[config.mk]
export PLATFORM = sky130hd
export DESIGN_NAME = eth_stream_header_parser
export DESIGN_NICKNAME = d
export VERILOG_FILES = /design/src/rtl/eth_parser_pkg.sv /design/src/rtl/eth_hdr_field_extract.sv /design/src/rtl/eth_stream_header_parser.sv
export SDC_FILE = /design/constraint.sdc
export NUM_CORES = 1
export LEC_CHECK = 0
export BUFFER_PORTS_ARGS = -buffer_cell sky130_fd_sc_hd__buf_2
export CORE_MARGIN = 2
export CORE_UTILIZATION = 35
export DETAILED_ROUTE_END_ITERATION = 6
export PLACE_DENSITY = 0.56
export SYNTH_ARGS = -nofsm -noshare
export SYNTH_HDL_FRONTEND = slang
export SYNTH_HIERARCHICAL = 1
export SYNTH_SLANG_ARGS = --single-unit
[constraint.sdc]
create_clock -name clk -period 11.4 [get_ports clk]
set_input_delay 0 -clock clk [delete_from_list [all_inputs] [get_ports clk]]
set_output_delay 0 -clock clk [all_outputs]
set_load 0.05 [all_outputs]
[src/rtl/eth_parser_pkg.sv]
// Shared types, TPID constants and helpers for the streaming Ethernet II header parser.
package eth_parser_pkg;

  typedef logic [47:0] mac_addr_t;
  typedef logic [15:0] ethertype_t;
  typedef logic [15:0] vlan_tci_t;

  localparam ethertype_t TPID_8021Q  = 16'h8100;
  localparam ethertype_t TPID_8021AD = 16'h88A8;
  localparam ethertype_t TPID_9100   = 16'h9100;

  localparam int ETH_BASE_HDR_BYTES = 14;

  typedef enum logic [1:0] {
    ST_COLLECT = 2'd0,
    ST_HOLD    = 2'd1,
    ST_DRAIN   = 2'd2
  } parser_state_e;

  function automatic logic is_tpid(input ethertype_t et);
    case (et)
      TPID_8021Q, TPID_8021AD, TPID_9100: return 1'b1;
      default:                            return 1'b0;
    endcase
  endfunction

endpackage

[src/rtl/eth_hdr_field_extract.sv]
// Combinational decode of the captured header buffer: tag walk, required length and field values.
module eth_hdr_field_extract
  import eth_parser_pkg::*;
#(
  parameter int MAX_VLAN_TAGS = 2
) (
  input  logic [8*(ETH_BASE_HDR_BYTES+4*MAX_VLAN_TAGS)-1:0] hdr_buf,
  input  logic [5:0]                                         byte_cnt,
  output logic [5:0]                                         req_len,
  output logic [1:0]                                         vlan_count,
  output mac_addr_t                                          dest_mac,
  output mac_addr_t                                          src_mac,
  output ethertype_t                                         ethertype,
  output vlan_tci_t [MAX_VLAN_TAGS-1:0]                      vlan_tci
);

  logic       chain_s;
  logic [1:0] n_tpid_s;
  logic [1:0] n_full_s;
  ethertype_t tpid_s;

  // Walk the tag stack; a TPID only counts once both of its bytes have actually arrived
  always_comb begin
    dest_mac  = 48'd0;
    src_mac   = 48'd0;
    ethertype = 16'd0;
    vlan_tci  = '0;
    chain_s   = 1'b1;
    n_tpid_s  = 2'd0;
    n_full_s  = 2'd0;
    tpid_s    = 16'd0;
    for (int i = 0; i < 6; i++) begin
      dest_mac[8*(5-i) +: 8] = hdr_buf[8*i +: 8];
      src_mac[8*(5-i) +: 8]  = hdr_buf[8*(6+i) +: 8];
    end
    for (int k = 0; k < MAX_VLAN_TAGS; k++) begin
      tpid_s = {hdr_buf[8*(12+4*k) +: 8], hdr_buf[8*(13+4*k) +: 8]};
      if (chain_s && (byte_cnt >= 6'(14+4*k)) && is_tpid(tpid_s)) begin
        n_tpid_s = n_tpid_s + 2'd1;
        n_full_s = (byte_cnt >= 6'(16+4*k)) ? (n_full_s + 2'd1) : n_full_s;
      end else begin
        chain_s = 1'b0;
      end
    end
    for (int k = 0; k <= MAX_VLAN_TAGS; k++) begin
      ethertype = (n_tpid_s == 2'(k)) ?
                  {hdr_buf[8*(12+4*k) +: 8], hdr_buf[8*(13+4*k) +: 8]} : ethertype;
    end
    for (int k = 0; k < MAX_VLAN_TAGS; k++) begin
      vlan_tci[k] = (n_full_s > 2'(k)) ?
                    {hdr_buf[8*(14+4*k) +: 8], hdr_buf[8*(15+4*k) +: 8]} : 16'd0;
    end
    req_len    = 6'd14 + {2'd0, n_tpid_s, 2'b00};
    vlan_count = n_full_s;
  end

endmodule

[src/rtl/eth_stream_header_parser.sv]
// Streaming Ethernet II header parser with stacked VLAN tag walk and held header output.
// Optional statistics counters are enabled by defining ETH_PARSER_STATS_EN.
module eth_stream_header_parser
  import eth_parser_pkg::*;
#(
  parameter int DATA_BYTES    = 4,
  parameter int MAX_VLAN_TAGS = 2
) (
  input  logic                          clk,
  input  logic                          rst,
  input  logic [8*DATA_BYTES-1:0]       s_data,
  input  logic [DATA_BYTES-1:0]         s_keep,
  input  logic                          s_valid,
  input  logic                          s_last,
  output logic                          s_ready,
  output mac_addr_t                     dest_mac,
  output mac_addr_t                     src_mac,
  output ethertype_t                    ethertype,
  output logic [1:0]                    vlan_count,
  output vlan_tci_t [MAX_VLAN_TAGS-1:0] vlan_tci,
  output logic                          hdr_err,
  output logic                          hdr_valid,
`ifdef ETH_PARSER_STATS_EN
  output logic [31:0]                   stat_frames,
  output logic [31:0]                   stat_runts,
  output logic [31:0]                   stat_tagged,
`endif
  input  logic                          hdr_ready
);

  localparam int HDR_MAX_BYTES = ETH_BASE_HDR_BYTES + 4*MAX_VLAN_TAGS;

  parser_state_e                 state_q, state_d;
  logic [5:0]                    byte_cnt_q, byte_cnt_d;
  logic [8*HDR_MAX_BYTES-1:0]    hdr_buf_q, hdr_buf_d;
  logic                          last_seen_q, last_seen_d;
  mac_addr_t                     dest_mac_q, dest_mac_d;
  mac_addr_t                     src_mac_q, src_mac_d;
  ethertype_t                    ethertype_q, ethertype_d;
  logic [1:0]                    vlan_count_q, vlan_count_d;
  vlan_tci_t [MAX_VLAN_TAGS-1:0] vlan_tci_q, vlan_tci_d;
  logic                          hdr_valid_q, hdr_valid_d;
  logic                          hdr_err_q, hdr_err_d;

  logic                          beat_acc_s;
  logic                          hdr_hs_s;
  logic [8*HDR_MAX_BYTES-1:0]    beat_buf_s;
  logic [5:0]                    beat_cnt_s;
  logic [3:0]                    keep_cnt_s;
  logic [6:0]                    cnt_sum_s;

  logic [5:0]                    ex_req_len_s;
  logic [1:0]                    ex_vlan_count_s;
  mac_addr_t                     ex_dest_s;
  mac_addr_t                     ex_src_s;
  ethertype_t                    ex_etype_s;
  vlan_tci_t [MAX_VLAN_TAGS-1:0] ex_tci_s;

  assign s_ready    = ((state_q == ST_COLLECT) || (state_q == ST_DRAIN)) && !rst;
  assign beat_acc_s = s_valid && s_ready;
  assign hdr_hs_s   = hdr_valid_q && hdr_ready;

  // Buffer and byte count as they would look after merging the current beat
  always_comb begin
    beat_buf_s = hdr_buf_q;
    keep_cnt_s = 4'd0;
    for (int i = 0; i < DATA_BYTES; i++) begin
      keep_cnt_s = keep_cnt_s + {3'd0, s_keep[i]};
    end
    for (int j = 0; j < HDR_MAX_BYTES; j++) begin
      for (int i = 0; i < DATA_BYTES; i++) begin
        beat_buf_s[8*j +: 8] = (s_keep[i] && (({1'b0, byte_cnt_q} + 7'(i)) == 7'(j))) ?
                               s_data[8*i +: 8] : beat_buf_s[8*j +: 8];
      end
    end
    cnt_sum_s = {1'b0, byte_cnt_q} + {3'd0, keep_cnt_s};
    if (cnt_sum_s > 7'(HDR_MAX_BYTES)) begin
      beat_cnt_s = 6'(HDR_MAX_BYTES);
    end else begin
      beat_cnt_s = cnt_sum_s[5:0];
    end
  end

  eth_hdr_field_extract #(
    .MAX_VLAN_TAGS (MAX_VLAN_TAGS)
  ) u_extract (
    .hdr_buf    (beat_buf_s),
    .byte_cnt   (beat_cnt_s),
    .req_len    (ex_req_len_s),
    .vlan_count (ex_vlan_count_s),
    .dest_mac   (ex_dest_s),
    .src_mac    (ex_src_s),
    .ethertype  (ex_etype_s),
    .vlan_tci   (ex_tci_s)
  );

  // Next-state and field capture
  always_comb begin
    state_d      = state_q;
    byte_cnt_d   = byte_cnt_q;
    hdr_buf_d    = hdr_buf_q;
    last_seen_d  = last_seen_q;
    dest_mac_d   = dest_mac_q;
    src_mac_d    = src_mac_q;
    ethertype_d  = ethertype_q;
    vlan_count_d = vlan_count_q;
    vlan_tci_d   = vlan_tci_q;
    hdr_valid_d  = hdr_valid_q;
    hdr_err_d    = hdr_err_q;
    case (state_q)
      ST_COLLECT: begin
        if (beat_acc_s) begin
          hdr_buf_d  = beat_buf_s;
          byte_cnt_d = beat_cnt_s;
          // A runt is an s_last beat that still leaves the header short
          if ((beat_cnt_s >= ex_req_len_s) || s_last) begin
            dest_mac_d   = ex_dest_s;
            src_mac_d    = ex_src_s;
            ethertype_d  = ex_etype_s;
            vlan_count_d = ex_vlan_count_s;
            vlan_tci_d   = ex_tci_s;
            hdr_valid_d  = 1'b1;
            hdr_err_d    = (beat_cnt_s < ex_req_len_s);
            last_seen_d  = s_last;
            state_d      = ST_HOLD;
          end else begin
            state_d = ST_COLLECT;
          end
        end else begin
          state_d = ST_COLLECT;
        end
      end
      ST_HOLD: begin
        if (hdr_ready) begin
          hdr_valid_d = 1'b0;
          hdr_err_d   = 1'b0;
          byte_cnt_d  = 6'd0;
          hdr_buf_d   = '0;
          last_seen_d = 1'b0;
          state_d     = last_seen_q ? ST_COLLECT : ST_DRAIN;
        end else begin
          state_d = ST_HOLD;
        end
      end
      ST_DRAIN: begin
        if (beat_acc_s && s_last) begin
          state_d = ST_COLLECT;
        end else begin
          state_d = ST_DRAIN;
        end
      end
      default: begin
        state_d     = ST_COLLECT;
        byte_cnt_d  = 6'd0;
        hdr_buf_d   = '0;
        hdr_valid_d = 1'b0;
        hdr_err_d   = 1'b0;
      end
    endcase
  end

  // State and registered header fields
  always_ff @(posedge clk or posedge rst) begin
    if (rst) begin
      state_q      <= ST_COLLECT;
      byte_cnt_q   <= 6'd0;
      hdr_buf_q    <= '0;
      last_seen_q  <= 1'b0;
      dest_mac_q   <= 48'd0;
      src_mac_q    <= 48'd0;
      ethertype_q  <= 16'd0;
      vlan_count_q <= 2'd0;
      vlan_tci_q   <= '0;
      hdr_valid_q  <= 1'b0;
      hdr_err_q    <= 1'b0;
    end else begin
      state_q      <= state_d;
      byte_cnt_q   <= byte_cnt_d;
      hdr_buf_q    <= hdr_buf_d;
      last_seen_q  <= last_seen_d;
      dest_mac_q   <= dest_mac_d;
      src_mac_q    <= src_mac_d;
      ethertype_q  <= ethertype_d;
      vlan_count_q <= vlan_count_d;
      vlan_tci_q   <= vlan_tci_d;
      hdr_valid_q  <= hdr_valid_d;
      hdr_err_q    <= hdr_err_d;
    end
  end

  assign dest_mac   = dest_mac_q;
  assign src_mac    = src_mac_q;
  assign ethertype  = ethertype_q;
  assign vlan_count = vlan_count_q;
  assign vlan_tci   = vlan_tci_q;
  assign hdr_valid  = hdr_valid_q;
  assign hdr_err    = hdr_err_q;

`ifdef ETH_PARSER_STATS_EN
  logic [31:0] stat_frames_q, stat_frames_d;
  logic [31:0] stat_runts_q, stat_runts_d;
  logic [31:0] stat_tagged_q, stat_tagged_d;

  // Counters advance on the header handshake only
  always_comb begin
    stat_frames_d = stat_frames_q;
    stat_runts_d  = stat_runts_q;
    stat_tagged_d = stat_tagged_q;
    if (hdr_hs_s) begin
      stat_frames_d = stat_frames_q + 32'd1;
      stat_runts_d  = hdr_err_q ? (stat_runts_q + 32'd1) : stat_runts_q;
      stat_tagged_d = (vlan_count_q != 2'd0) ? (stat_tagged_q + 32'd1) : stat_tagged_q;
    end else begin
      stat_frames_d = stat_frames_q;
    end
  end

  // Statistics registers
  always_ff @(posedge clk or posedge rst) begin
    if (rst) begin
      stat_frames_q <= 32'd0;
      stat_runts_q  <= 32'd0;
      stat_tagged_q <= 32'd0;
    end else begin
      stat_frames_q <= stat_frames_d;
      stat_runts_q  <= stat_runts_d;
      stat_tagged_q <= stat_tagged_d;
    end
  end

  assign stat_frames = stat_frames_q;
  assign stat_runts  = stat_runts_q;
  assign stat_tagged = stat_tagged_q;
`endif

endmodule

; Word-level counts from Yosys, hierarchy flattened
; Index checks and enable logic that the tools add are counted.
[classes]
shifts = 0
n_mux = 125
n_bitwise = 1
n_addsub = 10
mul = 0
div = 0
n_reduce_logical = 110
n_eq_ne = 97
order_cmp = 9
[op_table]
columns = op, count
row1 = 2-to-1 mux 8 bit, 88
row2 = case mux 176 bit (3 select lines), 1
row3 = 2-to-1 mux 176 bit, 2
row4 = "equality test 7 x 4 -> 1 bit, second input constant", 24
row5 = "equality test 7 x 5 -> 1 bit, second input constant", 18
row6 = "equality test 16 bit, second input constant", 6
row7 = logical AND 1 bit, 94
row8 = "equality test 7 x 3 -> 1 bit, second input constant", 12
row9 = 2-to-1 mux 16 bit, 5
row10 = "equality test 6 x 4 -> 1 bit, second input constant", 8
row11 = "equality test 7 x 2 -> 1 bit, second input constant", 6
row12 = "equality test 6 x 5 -> 1 bit, second input constant", 6
row13 = logical NOT 7 bit, 4
row14 = "equality test 6 x 3 -> 1 bit, second input constant", 4
row15 = "equality test 7 x 1 -> 1 bit, second input constant", 3
row16 = "greater-or-equal comparator 6 x 5 -> 1 bit, second input constant", 3
row17 = 2-to-1 mux 6 bit, 3
row18 = case mux 6 bit (3 select lines), 1
row19 = 2-to-1 mux 2 bit, 8
row20 = "adder 6 x 2 -> 7 bit, second input constant", 2
row21 = 2-to-1 mux 1 bit, 13
row22 = "equality test 6 x 2 -> 1 bit, second input constant", 2
row23 = AND reduction 4 bit, 2
row24 = "adder 6 x 1 -> 7 bit, second input constant", 1
row25 = 27 further kinds, 36
[totals]
mem_bits_rw = 0
in_bits = 41
romBits = 0
reg_bits = 333
out_inout_bits = 149
latch_bits = 0
n_memories = 0

; Depth between registers and ports, before layout
[logic_depth]
ltp_word = 20
depth_mapped = 32

; By module
; Netlist, hierarchy kept.
[by_module_without_submodules]
columns = module, instances, seq_area_each_um2, cells_per_inst, area_per_inst_um2
row1 = eth_stream_header_parser, 1, 8333.0, 2457, 21926.0
row2 = eth_hdr_field_extract, 1, 0.0, 279, 1888.1

; Worst setup path after synthesis
; Ideal clock, no wire load.
[synth_path]
kind = flip-flop to flip-flop
from = register byte_cnt_q[1]
to = register dest_mac_q[38], in the netlist dest_mac[38]
n_path_buf = 9
t_arrival_ns = 6.456
path_stages_with_launch = 31
path_slack_ns = 4.819
path_cell_list = dfrtp_1 > buf_2 > buf_6 > buf_4 > inv_1 > ha_1 > a2111oi_2 > a31oi_1 > nor4_2 > a31o_2 > a21oi_1 > nor2_1 > or4b_4 > nor4_4 > nand3b_2 > buf_6 > nor2_1 > ha_1 > clkbuf_1 > buf_1 > inv_1 > inv_1 > ha_1 > a21o_1 > a21o_1 > a21oi_1 > a21o_1 > clkbuf_1 > clkbuf_1 > clkbuf_1 > mux2_2
[synth_via]
word_cells_on_any_way = 89
classes_between = add/sub (6) / order compare (4) / eq/ne (26) / mux (26) / reduce/logical (27)
[synth_rtl]
columns = item, line
row1 = "start, declared", eth_stream_header_parser.sv:34  ; logic [5:0] byte_cnt_q, byte_cnt_d;
row2 = "start signal, assigned", eth_stream_header_parser.sv:178  ; byte_cnt_q <= byte_cnt_d;
row3 = adder 6 x 1 -> 7 bit / equality test 6 x 5 -> 1 bit (equally long branches), eth_stream_header_parser.sv:72  ; beat_buf_s[8*j +: 8] = (s_keep[i] && (({1'b0, byte_cnt_q} + 7'(i)) == 7'(j))) ?
row4 = equality test 7 x 5 -> 1 bit / logical AND 1 bit (equally long branches), eth_stream_header_parser.sv:72
row5 = logical AND 1 bit / 2-to-1 mux 8 bit (equally long branches), eth_stream_header_parser.sv:72
row6 = 2-to-1 mux 8 bit (2 in a row), eth_stream_header_parser.sv:72
row7 = 2-to-1 mux 8 bit (*), eth_stream_header_parser.sv:72
row8 = named net beat_buf_s[135], eth_stream_header_parser.sv:47  ; logic [8*HDR_MAX_BYTES-1:0] beat_buf_s;
row9 = equality test 16 bit, eth_parser_pkg.sv:21  ; case (et)
row10 = OR reduction 3 bit (*), eth_parser_pkg.sv:21
row11 = 2-to-1 mux 1 bit (*), eth_parser_pkg.sv:21
row12 = logical AND 1 bit (*), eth_hdr_field_extract.sv:38  ; if (chain_s && (byte_cnt >= 6'(14+4*k)) && is_tpid(tpid_s)) begin
row13 = 2-to-1 mux 2 bit (*), eth_hdr_field_extract.sv:38
row14 = adder 4 x 4 -> 5 bit (*), eth_hdr_field_extract.sv:53  ; req_len = 6'd14 + {2'd0, n_tpid_s, 2'b00};
row15 = named net ex_req_len_s[2], eth_stream_header_parser.sv:52  ; logic [5:0] ex_req_len_s;
row16 = greater-or-equal comparator 6 bit (*), eth_stream_header_parser.sv:116  ; if ((beat_cnt_s >= ex_req_len_s) || s_last) begin
row17 = logical OR 1 bit (*), eth_stream_header_parser.sv:116
row18 = AND reduction 3 bit (no line) (*), -
row19 = "end signal, assigned", eth_stream_header_parser.sv:181  ; dest_mac_q <= dest_mac_d;
row20 = "end, declared", eth_stream_header_parser.sv:37  ; mac_addr_t dest_mac_q, dest_mac_d;
; Mark *: on every way through the listed nets, which the timed path passes. The rest lies on a longest branch.
; A chain may end at the register's enable or synchronous reset.

; Worst setup path in the final report
[layout_path]
from = register byte_cnt_q[2]
to = register src_mac_q[43], in the netlist src_mac[43]
[layout_via]
word_cells_on_any_way = 89
classes_between = add/sub (6) / order compare (4) / eq/ne (26) / mux (26) / reduce/logical (27)
[layout_rtl]
columns = item, line
row1 = adder 6 x 1 -> 7 bit / equality test 6 x 5 -> 1 bit (equally long branches), eth_stream_header_parser.sv:72
row2 = equality test 7 x 5 -> 1 bit / logical AND 1 bit (equally long branches), eth_stream_header_parser.sv:72
row3 = logical AND 1 bit / 2-to-1 mux 8 bit (equally long branches), eth_stream_header_parser.sv:72
row4 = 2-to-1 mux 8 bit (2 in a row), eth_stream_header_parser.sv:72
row5 = 2-to-1 mux 8 bit (*), eth_stream_header_parser.sv:72
row6 = named net beat_buf_s[139], eth_stream_header_parser.sv:47
row7 = equality test 16 bit, eth_parser_pkg.sv:21
row8 = OR reduction 3 bit (*), eth_parser_pkg.sv:21
row9 = 2-to-1 mux 1 bit (*), eth_parser_pkg.sv:21
row10 = logical AND 1 bit (*), eth_hdr_field_extract.sv:38
row11 = 2-to-1 mux 2 bit (*), eth_hdr_field_extract.sv:38
row12 = adder 4 x 4 -> 5 bit (*), eth_hdr_field_extract.sv:53
row13 = named net ex_req_len_s[2], eth_stream_header_parser.sv:52
row14 = greater-or-equal comparator 6 bit (*), eth_stream_header_parser.sv:116
row15 = logical OR 1 bit (*), eth_stream_header_parser.sv:116
row16 = AND reduction 3 bit (no line) (*), -
row17 = "end signal, assigned", eth_stream_header_parser.sv:182  ; src_mac_q <= src_mac_d;
row18 = "end, declared", eth_stream_header_parser.sv:38  ; mac_addr_t src_mac_q, src_mac_d;
; Marked as above.

==> run summary <==
## Setup path
- length in cells of the worst reg-to-reg path: 22
- critical path arrival: 8000 ps
- sort of element at the end of the critical path: flop
- Worst EP required: 11850 ps
- critical path class: flop to flop
- reg2reg setup slack: 3850 ps
- terminus of the critical flop-to-flop path: src_mac[43]$_DFFE_PP0P_
- startpoint of the most critical register-to-register path: byte_cnt_q[2]$_DFFE_PP0P_
- highest net fanout along the worst path: 150
- kind of launch point of the worst setup path: flop

## Drt
- DRC violation total after the first TritonRoute iteration: 2609
- total DRC errors in the routed layout: 0
- routed len/inst: 27.2 um
- detailed-route via count: 22519
- first drt pass iteration count: 7
- post-detailed-route count of antenna-violating nets: 0
- wire length reported by the detailed router: 97.7 mm
- per-cell via count in the routed design: 6.27

## GRT
- GRT busiest layer: met2
- met1 GRT Util: 36.0%
- antenna violations before repair: 2
- vias in the first global route: 21633
- GR Layer Usage met3: 5.84%
- total global-route track usage: 27.0%
- wire length of the first global-routing pass: 144 mm
- maximum number of pins on one net before global-route repair: 151
- met2 Use GR: 42.0%
- global route overflow: 0

## Logic synthesis
- most used flip-flop cell after synthesis: sky130_fd_sc_hd__dfrtp_1
- post-synthesis compound-gate area fraction: 23.0%
- synth unique cells: 86
- dominant combinational cell family by area after synthesis: compound AO/OA/AOI/OAI gates
- xor-xnor portion of the synthesized cell area: 0.405%
- synthesized cell area: 23800 um2
- number of enable-type register cells in the synthesized netlist: 0
- proportion of synthesized area in mux cells: 14.0%
- ys async rst share: 100%
- synthesized-area fraction occupied by adder cells: 0.830%
- basic-gate share of the synthesized area counting and, or, nand and nor cells: 17.8%
- post-synthesis area per instance: 8.70 um2
- largest area contributor in the synthesized netlist: sky130_fd_sc_hd__dfrtp_1
- register area share after synthesis: 35.0%
- area share of the largest cell type after synthesis: 35.0%
- Gate Count Post-Synth: 2736
- top cells by area in the synthesized netlist: sky130_fd_sc_hd__dfrtp_1 35%, sky130_fd_sc_hd__mux2_2 9.1%, sky130_fd_sc_hd__nand2_1 5.0%, sky130_fd_sc_hd__mux2i_1 4.8%, sky130_fd_sc_hd__nor2_1 4.2%
- Yosys warning total: 6
- number of flip-flops and latches in the synthesized netlist: 333

## Floorplanning
- Top Ports: 190
- Chip Height: 265 um
- Starting Density: 35.4%
- core region area: 67300 um2
- die area: 70100 um2
- standard-cell rows: 95
- Die X: 265 um

## Final layout
- area added between synthesis and finish: 9.63%
- share of cells above drive strength 1: 22.3%
- commonest non-fill, non-tap cells in the layout: 333 x sky130_fd_sc_hd__dfrtp_1, 318 x sky130_fd_sc_hd__nand2_1, 268 x sky130_fd_sc_hd__nor2_1
- final net count: 2739
- most common library cell in the layout ignoring fill and taps: sky130_fd_sc_hd__dfrtp_1
- filler instances: 6764
- number of non-filler instances in the completed layout: 3591

## Clock network
- TritonCTS clock tree: done
- clock edge transition at the registers on the reported setup and hold paths: 60 ps
- setup fix buffers added after clock tree synthesis: 0
- Clk Latency, worst-skew pair: 590 ps
- deepest clock path buffer count: 3
- cell chosen for the clock root: sky130_fd_sc_hd__clkbuf_16
- number of sinks handled by clock tree synthesis: 333
- level count of the clock H-tree: 2
- total clock buffers created by CTS: 41

## Power and ir drop
- total power consumption of the routed design: 6.32 mW
- VDD IR max: 126 uV
- leakage power total: 11.7 nW
- P per Cell Area: 242 nW/um2

## STA
- worst slew pin tran: 1380 ps
- ratio of final minimum period to clock period: 66.2%
- final critical path time including I/O delays and setup: 7550 ps
- Setup TNS Final: 0 ps
- maximum frequency from static timing analysis: 0.133 GHz
- RSZ-0062 raised after global routing: no
- clock skew after layout: 23.5 ps
- number of slew-limit violations in the final report: 0
- final setup vio count: 0
- Max-slew headroom: 7.06%
- Hold Vio Cnt, Final: 0

## Outcome
- run status: finished clean

## Run
- max-cap check violation count: 0

## Place
- GP Congestion: 0.944
- count of buffers from port buffering: 189
- placed wire-length estimate: 62.4 mm
- number of placed instances, taps included: 3509

## Hold path
- Hold Startpoint: s_data[12]
- kind of path behind the tightest hold check: input pin to flop
- Hold Crit Depth: 3
- Worst Hold Path EP: hdr_buf_q[100]$_DFFE_PP0P_

[critical path, cell delays in order, from the launching register on]
cell and delay (ps):
sky130_fd_sc_hd__dfrtp_1 320, sky130_fd_sc_hd__buf_4 380, sky130_fd_sc_hd__ha_1 640, sky130_fd_sc_hd__or2_2 260
sky130_fd_sc_hd__nor2_1 70, sky130_fd_sc_hd__o31ai_1 1080, sky130_fd_sc_hd__o211ai_1 240, sky130_fd_sc_hd__a31oi_1 520
sky130_fd_sc_hd__nand4b_1 150, sky130_fd_sc_hd__o22ai_1 250, sky130_fd_sc_hd__nand3b_2 470, sky130_fd_sc_hd__nor2_1 240
sky130_fd_sc_hd__ha_1 250, sky130_fd_sc_hd__buf_4 230, sky130_fd_sc_hd__inv_1 130, sky130_fd_sc_hd__inv_1 50
sky130_fd_sc_hd__ha_1 190, sky130_fd_sc_hd__a21o_1 150, sky130_fd_sc_hd__a21o_1 170, sky130_fd_sc_hd__a21oi_1 260
sky130_fd_sc_hd__a21o_4 170, sky130_fd_sc_hd__buf_12 480, sky130_fd_sc_hd__mux2_2 420
[area by class of cell]
class | instances | area, um2 | area share [%]
multi-input cells | 1982 | 13400 | 51.3
flip-flops and latches | 333 | 8330 | 31.9
repair buffers | 263 | 1530 | 5.85
clock buffers | 54 | 1210 | 4.62
well taps | 873 | 1090 | 4.18
clock inverters | 21 | 294 | 1.13
inverters | 63 | 244 | 0.935
diodes | 2 | 5.00 | 0.0192
[where the power goes]
| group | leakage [nW] | internal (mW) | switching (mW) |
|---|---|---|---|
| registers | 4.52 | 1.52 | 0.193 |
| clock network | 0.730 | 0.889 | 0.582 |
| logic | 6.45 | 0.968 | 2.17 |
| total | 11.7 | 3.38 | 2.94 |
[cell usage after synthesis, drive strengths merged (6+ instances only)]
library cell / n
clkbuf: 195
o221ai: 12
nand4: 10
o32ai: 8
nand3: 58
o22ai: 25
a211oi: 40
ha: 11
xor2: 6
a21o: 16
o22a: 8
buf: 168
or2: 17
a31oi: 96
a22oi: 18
o32a: 6
dfrtp: 333
a21oi: 81
a32oi: 40
and3: 11
mux2: 193
nor3: 61
a2bb2oi: 14
and2: 17
nand3b: 6
nand2: 319
a31o: 10
nor2: 268
o31ai: 52
o211a: 17
nor4: 39
a22o: 75
a211o: 13
nor2b: 13
o21ai: 104
o41ai: 8
nand2b: 15
a221o: 15
o211ai: 73
o311a: 8
a21boi: 13
inv: 63
mux2i: 115
or3: 14
or4b: 13
[per-stage QoR]
stage               utilization (%)  setup slack [ps]  cell area [um2]  hold slack [ps]
floorplan                         -              2180            23800              140
global placement               36.5              4270            24600              228
detailed placement             36.5              4150            24600              232
CTS                            38.8              4090            26100             58.9
global route                   38.8              3530            26100             86.6
finish                         38.8              3850            26100             97.8
[layer usage]
layer  share of wire (%)  wire length [um]
met2                  45             43600
met5                   0                 0
met1                  41             40000
met3                 9.8              9610
met4                 4.6              4490
[how the worst max path moves through the flow]
| stage | start | endpoint | depth (start not counted) |
|---|---|---|---|
| floorplan | rst | byte_cnt_q[0]$_DFFE_PP0P_ | 1 |
| global placement | byte_cnt_q[2]$_DFFE_PP0P_ | src_mac[44]$_DFFE_PP0P_ | 23 |
| detailed placement | byte_cnt_q[2]$_DFFE_PP0P_ | src_mac[43]$_DFFE_PP0P_ | 23 |
| CTS | byte_cnt_q[2]$_DFFE_PP0P_ | src_mac[43]$_DFFE_PP0P_ | 23 |
| global route | byte_cnt_q[2]$_DFFE_PP0P_ | src_mac[42]$_DFFE_PP0P_ | 23 |
| finish | byte_cnt_q[2]$_DFFE_PP0P_ | src_mac[43]$_DFFE_PP0P_ | 22 |
[kinds of logic (layout without fill, tap and decap cells)]
family	count (synthesis)	count (layout)
AO/OA/AOI/OAI	759	759
XOR/XNOR	11	11
adder cells (fa/ha/maj)	14	14
buffers and inverters	426	401
flip-flops	333	333
multiplexers	308	308
other	3	10
AND/OR/NAND/NOR	882	882
[flip-flops by register name, summed over array words and instances (netlist names), 2 cells and up]
signal      cells
state_q         2
vlan_tci       32
dest_mac       48
byte_cnt_q      6
src_mac        48
vlan_count      2
hdr_buf_q     176
ethertype      16
[repair_timing]
action,CTS,global route
resized for setup,0,0
endpoints found under the hold margin,120,0
hold buffers,5,0
endpoints found under the setup margin,0,0
(Power assumes the default switching activity.)
